==> src/rtl/alu_uart_ctrl.sv <==
// rtl/alu_uart_ctrl.sv - byte-stream command sequencer driving a combinational ALU
// Ports:
//   i_clk, i_reset           clock, asynchronous active-high reset
//   i_rx_data, i_rx_valid    received byte and its one-cycle valid pulse
//   i_alu_result             ALU output, combinational from o_valA/o_valB/o_opcode
//   i_tx_done                transmitter finished the current byte
//   o_valA, o_valB, o_opcode operands and opcode presented to the ALU
//   o_result                 last captured ALU result
//   o_tx_data, o_tx_start    byte to transmit and its one-cycle start pulse
//   o_busy                   frame accepted, result still being transmitted
//   o_err                    one-cycle pulse when a frame is discarded
module alu_uart_ctrl #(
  parameter int BUS_REG     = 16,
  parameter int BUS_OP      = 6,
  parameter int TIMEOUT_CYC = 100000
) (
  input  logic               i_clk,
  input  logic               i_reset,
  input  logic [7:0]         i_rx_data,
  input  logic               i_rx_valid,
  input  logic [BUS_REG-1:0] i_alu_result,
  input  logic               i_tx_done,
  output logic [BUS_REG-1:0] o_valA,
  output logic [BUS_REG-1:0] o_valB,
  output logic [BUS_OP-1:0]  o_opcode,
  output logic [BUS_REG-1:0] o_result,
  output logic [7:0]         o_tx_data,
  output logic               o_tx_start,
  output logic               o_busy,
  output logic               o_err
);

  localparam int NBYTES = BUS_REG / 8;
  localparam int CW     = $clog2(NBYTES + 1);
  localparam int TW     = (TIMEOUT_CYC > 1) ? $clog2(TIMEOUT_CYC) : 1;

  typedef enum logic [2:0] {RX_A, RX_B, RX_OP, EXEC, TX, WAIT_TX} state_t;

  state_t             state, state_n;
  logic [CW-1:0]      cnt;      // bytes received (RX) or bytes launched (TX)
  logic [TW-1:0]      tcnt;     // idle cycles since the last accepted byte
  logic [BUS_REG-1:0] sh_a, sh_b, tx_sh;

  logic frame_active, expire, op_bad, last_rx;
  logic accept, do_abort, do_load, do_exec, do_next, do_finish;

  // A frame is "open" once its first byte has arrived; only then may it time out.
  assign frame_active = (state == RX_A && cnt != '0) || state == RX_B || state == RX_OP;
  // An arriving byte on the expiry edge takes priority over the timeout.
  assign expire  = (TIMEOUT_CYC != 0) && frame_active && !i_rx_valid &&
                   (tcnt == TW'(TIMEOUT_CYC - 1));
  assign op_bad  = (BUS_OP < 8) && ((i_rx_data >> BUS_OP) != 8'd0);
  assign last_rx = (cnt == CW'(NBYTES - 1));

  always_ff @(posedge i_clk or posedge i_reset) begin
    if (i_reset) state <= RX_A;
    else         state <= state_n;
  end

  always_comb begin
    state_n   = state;
    accept    = 1'b0;
    do_abort  = 1'b0;
    do_load   = 1'b0;
    do_exec   = 1'b0;
    do_next   = 1'b0;
    do_finish = 1'b0;
    case (state)
      RX_A: begin
        if (i_rx_valid) begin
          accept = 1'b1;
          if (last_rx) state_n = RX_B;
        end else if (expire) begin
          do_abort = 1'b1;
          state_n  = RX_A;
        end
      end
      RX_B: begin
        if (i_rx_valid) begin
          accept = 1'b1;
          if (last_rx) state_n = RX_OP;
        end else if (expire) begin
          do_abort = 1'b1;
          state_n  = RX_A;
        end
      end
      RX_OP: begin
        if (i_rx_valid) begin
          accept = 1'b1;
          if (op_bad) begin
            do_abort = 1'b1;
            state_n  = RX_A;
          end else begin
            do_load = 1'b1;
            state_n = EXEC;
          end
        end else if (expire) begin
          do_abort = 1'b1;
          state_n  = RX_A;
        end
      end
      EXEC: begin
        do_exec = 1'b1;
        state_n = WAIT_TX;
      end
      TX: state_n = WAIT_TX;
      WAIT_TX: begin
        // A done coinciding with our own start pulse belongs to no byte of ours.
        if (i_tx_done && !o_tx_start) begin
          if (cnt == CW'(NBYTES)) begin
            do_finish = 1'b1;
            state_n   = RX_A;
          end else begin
            do_next = 1'b1;
            state_n = TX;
          end
        end
      end
      default: state_n = RX_A;
    endcase
  end

  always_ff @(posedge i_clk or posedge i_reset) begin
    if (i_reset) begin
      cnt        <= '0;
      tcnt       <= '0;
      sh_a       <= '0;
      sh_b       <= '0;
      tx_sh      <= '0;
      o_valA     <= '0;
      o_valB     <= '0;
      o_opcode   <= '0;
      o_result   <= '0;
      o_tx_data  <= '0;
      o_tx_start <= 1'b0;
      o_busy     <= 1'b0;
      o_err      <= 1'b0;
    end else begin
      o_err      <= do_abort;
      o_tx_start <= do_exec | do_next;

      if (accept && state == RX_A) sh_a <= (sh_a << 8) | BUS_REG'(i_rx_data);
      if (accept && state == RX_B) sh_b <= (sh_b << 8) | BUS_REG'(i_rx_data);

      if (do_abort || do_finish || do_load) cnt <= '0;
      else if (do_exec)                     cnt <= CW'(1);
      else if (accept)                      cnt <= last_rx ? '0 : cnt + 1'b1;
      else if (do_next)                     cnt <= cnt + 1'b1;

      if (accept || do_abort || !frame_active || TIMEOUT_CYC == 0) tcnt <= '0;
      else                                                          tcnt <= tcnt + 1'b1;

      // Operands reach the ALU together, only once the whole frame is valid.
      if (do_load) begin
        o_valA   <= sh_a;
        o_valB   <= sh_b;
        o_opcode <= i_rx_data[BUS_OP-1:0];
        o_busy   <= 1'b1;
      end

      if (do_exec) begin
        o_result  <= i_alu_result;
        o_tx_data <= i_alu_result[BUS_REG-1 -: 8];
        tx_sh     <= i_alu_result << 8;
      end

      if (do_next) begin
        o_tx_data <= tx_sh[BUS_REG-1 -: 8];
        tx_sh     <= tx_sh << 8;
      end

      if (do_finish) o_busy <= 1'b0;
    end
  end

endmodule

==> config.mk <==
export PLATFORM = sky130hd
export DESIGN_NAME = alu_uart_ctrl
export DESIGN_NICKNAME = d
export VERILOG_FILES = /design/src/rtl/alu_uart_ctrl.sv
export SDC_FILE = /design/constraint.sdc
export NUM_CORES = 1
export LEC_CHECK = 0
export ABC_AREA = 0
export CAP_MARGIN = 20
export CORE_ASPECT_RATIO = 0.8
export CORE_MARGIN = 3
export CORE_UTILIZATION = 48
export DETAILED_ROUTE_END_ITERATION = 16
export PLACE_DENSITY = 0.76
export SYNTH_ARGS = -nofsm -noshare
export SYNTH_HDL_FRONTEND = slang
export SYNTH_SLANG_ARGS = --single-unit
==> constraint.sdc <==
create_clock -name i_clk -period 3.8 [get_ports i_clk]
set_input_delay 0.38 -clock i_clk [delete_from_list [all_inputs] [get_ports i_clk]]
set_output_delay 0.38 -clock i_clk [all_outputs]
set_load 0.03 [all_outputs]
==> metrics, run 1 <==
Reg area=3180 um2; PD cells=845 nW/um2; first-pass GRT wire length=18.7 mm; Place WS=1070 ps; WL met3=556 um; vias in the first global route=3678; post_cts resized=0; CTS Buffer Depth=2; part of the Yosys area used for sequential elements=0.593; Initial Utilization=0.507; syn_area_per_cell=12.6 um2; Fillers=773; Final Hold Viols=0; worst-margin pin slew=869 ps; worst hold slack=479 ps; Post-synth EDFFs=0; Die Y=101 um; met1 WL=5.08 mm; Die W=124 um; total power=5.90 mW; largest net degree at the start of global routing=72; pins over their slew limit=0; crit path capture type=register; ys async rst share=1.00; Crit Path Class=input pin to register; routed vias=3499; dominant synthesized flop cell=dfrtp_1; Die ar.=12500 um2; WL met2=5.52 mm; most frequent cell after synthesis=dfrtp_1; # H-tree levels=4; initial antenna violation count=0; Yosys reg bits=127; critical path peak fanout=40; # port buffers=92; CTS tree=done; worst hold path class=register to register; wire length per cell=16.7 um; Iter 0 DRT Violations=186; R2R Path Start=state[2]; Crit-path slowest cell=clkdlybuf4s50_1; critical-path cell list=clkdlybuf4s50_1 > nand2b_4 > or3_1 > or3_2 > buf_4 > mux2_4; Max-Cap Viols=0; count of final setup violators=0; CTS Hold Buffers Added=0; min cycle time layout=2330 ps; CP startpoint kind=input pin; Multi-input gate area=2030 um2; Setup Skew=8.25 ps; Tcrit/Tclk final=0.613; Ys Warns=0; top cell type's share of synthesized area=0.593; delay of the slowest cell on the worst path=620 ps; Yosys top cell by area=dfrtp_1; Clk pin slew, worst setup/hold paths=60 ps; Distinct cells, synth=41; final setup TNS=0 ps; hold path startpoint=tx_sh[11]; Post-Syn Nets=454; unrepaired setup endpoints after global routing=false; Setup WS post-layout=1470 ps; Inserted Diodes=0; Clock Sinks=127; via/cell ratio=5.21; clk_lat worst skew=410 ps; hold endpoint=o_tx_data[3]; DR DRC count=0; Num CTS Buffers=17; worst hold stages=2; final antenna-violating net count=0; status=complete, no violations; Mapped Area=5360 um2; Slew HR=0.421; core area=10600 um2; R2R setup slack=1500 ps; crit path DAT=2620 ps; Synth Instances=425; top cells by area, synth=dfrtp_1 (59%), mux2_4 (11%), mux2_2 (6.7%); worst vdd ir=0.512 mV; uppermost layer routed=met4; Crit path required time=4090 ps; Routed Wire Length=11.2 mm; worst flop-to-flop path endpoint=o_opcode[4]; # IOs=93; FP Rows=33; gpl congestion=0.875; share of cells above drive strength 1=0.211; GRT Overall Usage=0.194; synthesis-to-finish area growth=30.1%; 1st-pass router iterations=4; grt ovf=0; r2r worst-path depth=5; Max Clk Rate=429 MHz; hpwl dp=7.46 mm; Synth top cells by count=dfrtp_1 (127), nand2_1 (72), mux2_4 (38); CTS Root Cell=clkbuf_16; Pleak=3.25 nW; Nets=548; Post-CTS Setup Bufs=0
-- per-layer routing --
| layer | up-vias | track usage |
|---|---|---|
| met4 | 0 | 0.0513 |
| li1 | 1654 | - |
| met5 | - | 0 |
| met1 | 1753 | 0.261 |
| met3 | 7 | 0.0561 |
| met2 | 85 | 0.311 |
-- layout by cell type (no fill, tap or decap), types with 4 or more instances in the layout --
| cell | count |
|---|---|
| mux2i_1 | 9 |
| clkdlybuf4s50_1 | 92 |
| nor4_1 | 5 |
| o21ai_0 | 12 |
| nor2_1 | 20 |
| nor2b_1 | 4 |
| mux2_2 | 32 |
| nand2_1 | 72 |
| nand3_1 | 8 |
| and3_1 | 4 |
| mux2_4 | 38 |
| nand4_1 | 7 |
| dfrtp_1 | 127 |
| xor2_1 | 5 |
| or3_1 | 5 |
| a21oi_1 | 12 |
| xnor2_1 | 8 |
| clkbuf_16 | 17 |
| inv_1 | 5 |
-- worst max-delay path, delay by kind of cell --
family / cells / cell delay, ps
buf+inv: 2 / 970
simple gates: 3 / 840
mux: 1 / 390
-- state kept, by name (all words and copies together) (netlist names) --
name	flops
o_busy	1
o_valA	16
state	3
tcnt	17
sh_a	16
o_opcode	6
o_result	16
o_tx_data	8
sh_b	16
o_tx_start	1
cnt	2
tx_sh	8
o_err	1
o_valB	16
-- cell type report --
type	instances	share of cell area
Multi-Input combinational cell	270	0.291
Sequential cell	127	0.456
Timing Repair Buffer	96	0.138
Tap cell	140	0.0251
Clock buffer	19	0.0621
Inverter	7	0.00413
Clock inverter	13	0.0235
-- worst max path at each step --
| stage | startpoint | endpoint | slack [ps] | cells past startpoint |
|---|---|---|---|---|
| global route | i_rx_valid | o_opcode[4] | 1410 | 6 |
| CTS | i_rx_valid | o_opcode[4] | 1500 | 6 |
| detailed placement | i_rx_valid | o_opcode[4] | 1070 | 6 |
| floorplan | i_reset | cnt[0] | 40 | 1 |
| finish | i_rx_valid | o_opcode[4] | 1470 | 6 |
| global placement | i_rx_valid | o_valB[10] | 1130 | 6 |
-- metrics by stage --
step / utilization / cell area (um2) / cells
after detailed placement: 0.603 / 6380 / 640
after global routing: 0.660 / 6970 / 672
after floorplan: - / 5360 / 425
final: 0.660 / 6970 / 672
after CTS: 0.660 / 6970 / 672
after global placement: 0.603 / 6380 / 640
-- power by group --
part           internal (mW)  switching, mW
sequential              1.86          0.347
combinational          0.997           1.06
clock                   1.03          0.597
total                   3.89           2.01
-- kinds of logic (layout without fill, tap and decap cells) --
kind of cell | after synthesis | after routing | synth area share
buf+inv | 28 | 135 | 0.0282
simple gates | 146 | 146 | 0.132
flops | 127 | 127 | 0.593
mux | 79 | 79 | 0.190
xor+xnor | 13 | 13 | 0.0212
compound gates | 31 | 31 | 0.0325
fa+ha+maj | 1 | 1 | 0.00233
Note: power is estimated with default switching activity, not from simulation.
==> run 2, diff against run 1 <==
CORE_UTILIZATION = 53   (was 48)
PLACE_DENSITY = 0.8   (was 0.76)
clock period = 2.15 ns   (was 3.8 ns; I/O delays follow)
==> metrics, run 2 (synthesis results as in run 1) <==
core area=9730 um2 (was 10600 um2); R2R setup slack=150 ps (was 1500 ps); CP startpoint kind=register (was input pin); crit path capture type=register (unchanged); wire length per cell=17.2 um (was 16.7 um); Place WS=-229 ps (was 1070 ps); unrepaired setup endpoints after global routing=false (unchanged); gpl congestion=0.857 (was 0.875); Die Y=96.0 um (was 101 um); Top reg by flops=tcnt (unchanged); clock network fraction of total power=0.272 (was 0.277); worst vdd ir=0.933 mV (was 0.512 mV); Die ar.=11400 um2 (was 12500 um2); Pleak=3.35 nW (was 3.25 nW); vias in the first global route=3790 (was 3678); largest net degree at the start of global routing=34 (was 72); crit path DAT=2290 ps (was 2620 ps); Worst Path Buf+Inv=1 (was 2); status=complete, no violations (unchanged); Num CTS Buffers=17 (unchanged); min cycle time layout=2000 ps; pins over their slew limit=0 (unchanged); Clk pin slew, worst setup/hold paths=60 ps (about the same); Switch Pwr=3.60 mW (was 2.01 mW); Gate power share=0.365 (was 0.349); Crit Path Class=register to register (was input pin to register); Iter 0 DRT Violations=178 (was 186); Worst Setup SP=state[2] (was i_rx_valid); count of final setup violators=0 (unchanged); Reg power frac=0.364 (was 0.374); Setup WS post-layout=154 ps (was 1470 ps); Crit path required time=2440 ps (was 4090 ps); Die W=118 um (was 124 um); CTS Root Cell=clkbuf_16 (unchanged); share of cells above drive strength 1=0.237 (was 0.211); DR DRC count=0 (unchanged); Setup Skew=5.60 ps (was 8.25 ps); 1st-pass router iterations=4 (unchanged); # H-tree levels=4 (unchanged); Tcrit/Tclk final=0.928; final antenna-violating net count=0 (unchanged); Sw Share=0.340 (about the same); routed vias=3665 (was 3499); synthesis-to-finish area growth=33.8% (was 30.1%); critical path peak fanout=33 (was 40); critical path depth=5 (was 6); R2R Path Start=state[2] (unchanged); cell internal pwr=7.00 mW (was 3.89 mW); delay of the slowest cell on the worst path=470 ps (was 620 ps); Inserted Diodes=0 (unchanged); leading cell type in the layout, fill and taps excluded=dfrtp_1 (unchanged); CTS Hold Buffers Added=0 (unchanged); fin cells=685 (was 672); final setup TNS=0 ps (unchanged); Critical Path Sink=o_valB[14] (was o_opcode[4]); critical-path cell list=nand2b_4 > or3_1 > or3_2 > buf_12 > mux2_4 (was clkdlybuf4s50_1 > nand2b_4 > or3_1 > or3_2 > buf_4 > mux2_4); Max-Cap Viols=0 (unchanged); hpwl dp=8.09 mm (was 7.46 mm); flip-flop count of the largest register after layout=17 (unchanged); Nets=565 (was 548); largest delay contributor family on the critical path=simple AND/OR/NAND/NOR gates (was buffers and inverters); PD cells=1480 nW/um2 (was 845 nW/um2); GRT Overall Usage=0.219 (was 0.194); worst flop-to-flop path endpoint=o_valB[14] (was o_opcode[4]); clk_lat worst skew=410 ps (about the same); CTS tree=done (unchanged); Max Clk Rate=501 MHz; r2r worst-path depth=5 (unchanged); FP Rows=32 (was 33); grt ovf=0 (unchanged); Crit-path slowest cell=or3_2 (was clkdlybuf4s50_1); first-pass GRT wire length=19.1 mm (was 18.7 mm); total power=10.6 mW (was 5.90 mW); Initial Utilization=0.551 (was 0.507); worst-margin pin slew=689 ps (was 869 ps); worst hold path class=input pin to async pin (was register to register); Routed Wire Length=11.8 mm (was 11.2 mm); most frequent cells in the layout=dfrtp_1 (127), clkdlybuf4s50_1 (92), nand2_1 (72) (unchanged); CTS Buffer Depth=2 (unchanged); via/cell ratio=5.35 (was 5.21); Final Hold Viols=0 (unchanged); Post-CTS Setup Bufs=0 (unchanged); # IOs=93 (unchanged); Slew HR=0.540 (was 0.421); initial antenna violation count=0 (unchanged); cell total after placement=653 (was 640); post_cts resized=0 (unchanged); # port buffers=92 (unchanged); Clock Sinks=127 (unchanged)
-- run 2: worst min-delay path by stage --
stage                        end  slack [ps]
finish                   tcnt[9]         270
global route             tcnt[9]         320
CTS                      tcnt[9]         280
detailed placement   o_result[1]         460
global placement    o_result[14]         460
floorplan           o_result[10]         320
-- run 2: power groups by stage --
stage          clock network (mW)  registers (mW)  logic (mW)
2_1_floorplan                   0            4.67        1.50
3_3_place_gp                    0            3.82        3.75
3_5_place_dp                    0            3.87        3.87
4_1_cts                      2.94            3.86        3.90
5_1_grt                      3.03            3.97        4.11
6_report                     2.88            3.86        3.87
-- run 2: final cells by class --
class | instances | area [um2]
sequential | 127 | 3180
tap | 136 | 170
clock buffer | 22 | 484
clock inverter | 10 | 126
inverter | 7 | 30.0
timing repair buffer | 113 | 1150
multi-input combinational | 270 | 2030
fill | 609 | 2550
-- run 2: worst reg2reg max path, stage by stage (launching register included) --
cell      delay (ps)
dfrtp_1          370
nand2b_4         140
or3_1            330
or3_2            470
buf_12           210
mux2_4           350
-- run 2: per-layer routing --
layer | track usage | routed length (um)
met1 | 0.283 | 5160
met2 | 0.351 | 5720
met3 | 0.0582 | 655
met4 | 0.102 | 224
met5 | 0 | 0
-- run 2: per-stage QoR --
step / cell area [um2] / util / hold WS, ps
final: 7170 / 0.737 / 269
after global routing: 7170 / 0.737 / 315
after CTS: 7170 / 0.737 / 275
after detailed placement: 6560 / 0.675 / 461
after global placement: 6560 / 0.675 / 460
after floorplan: 5360 / - / 320
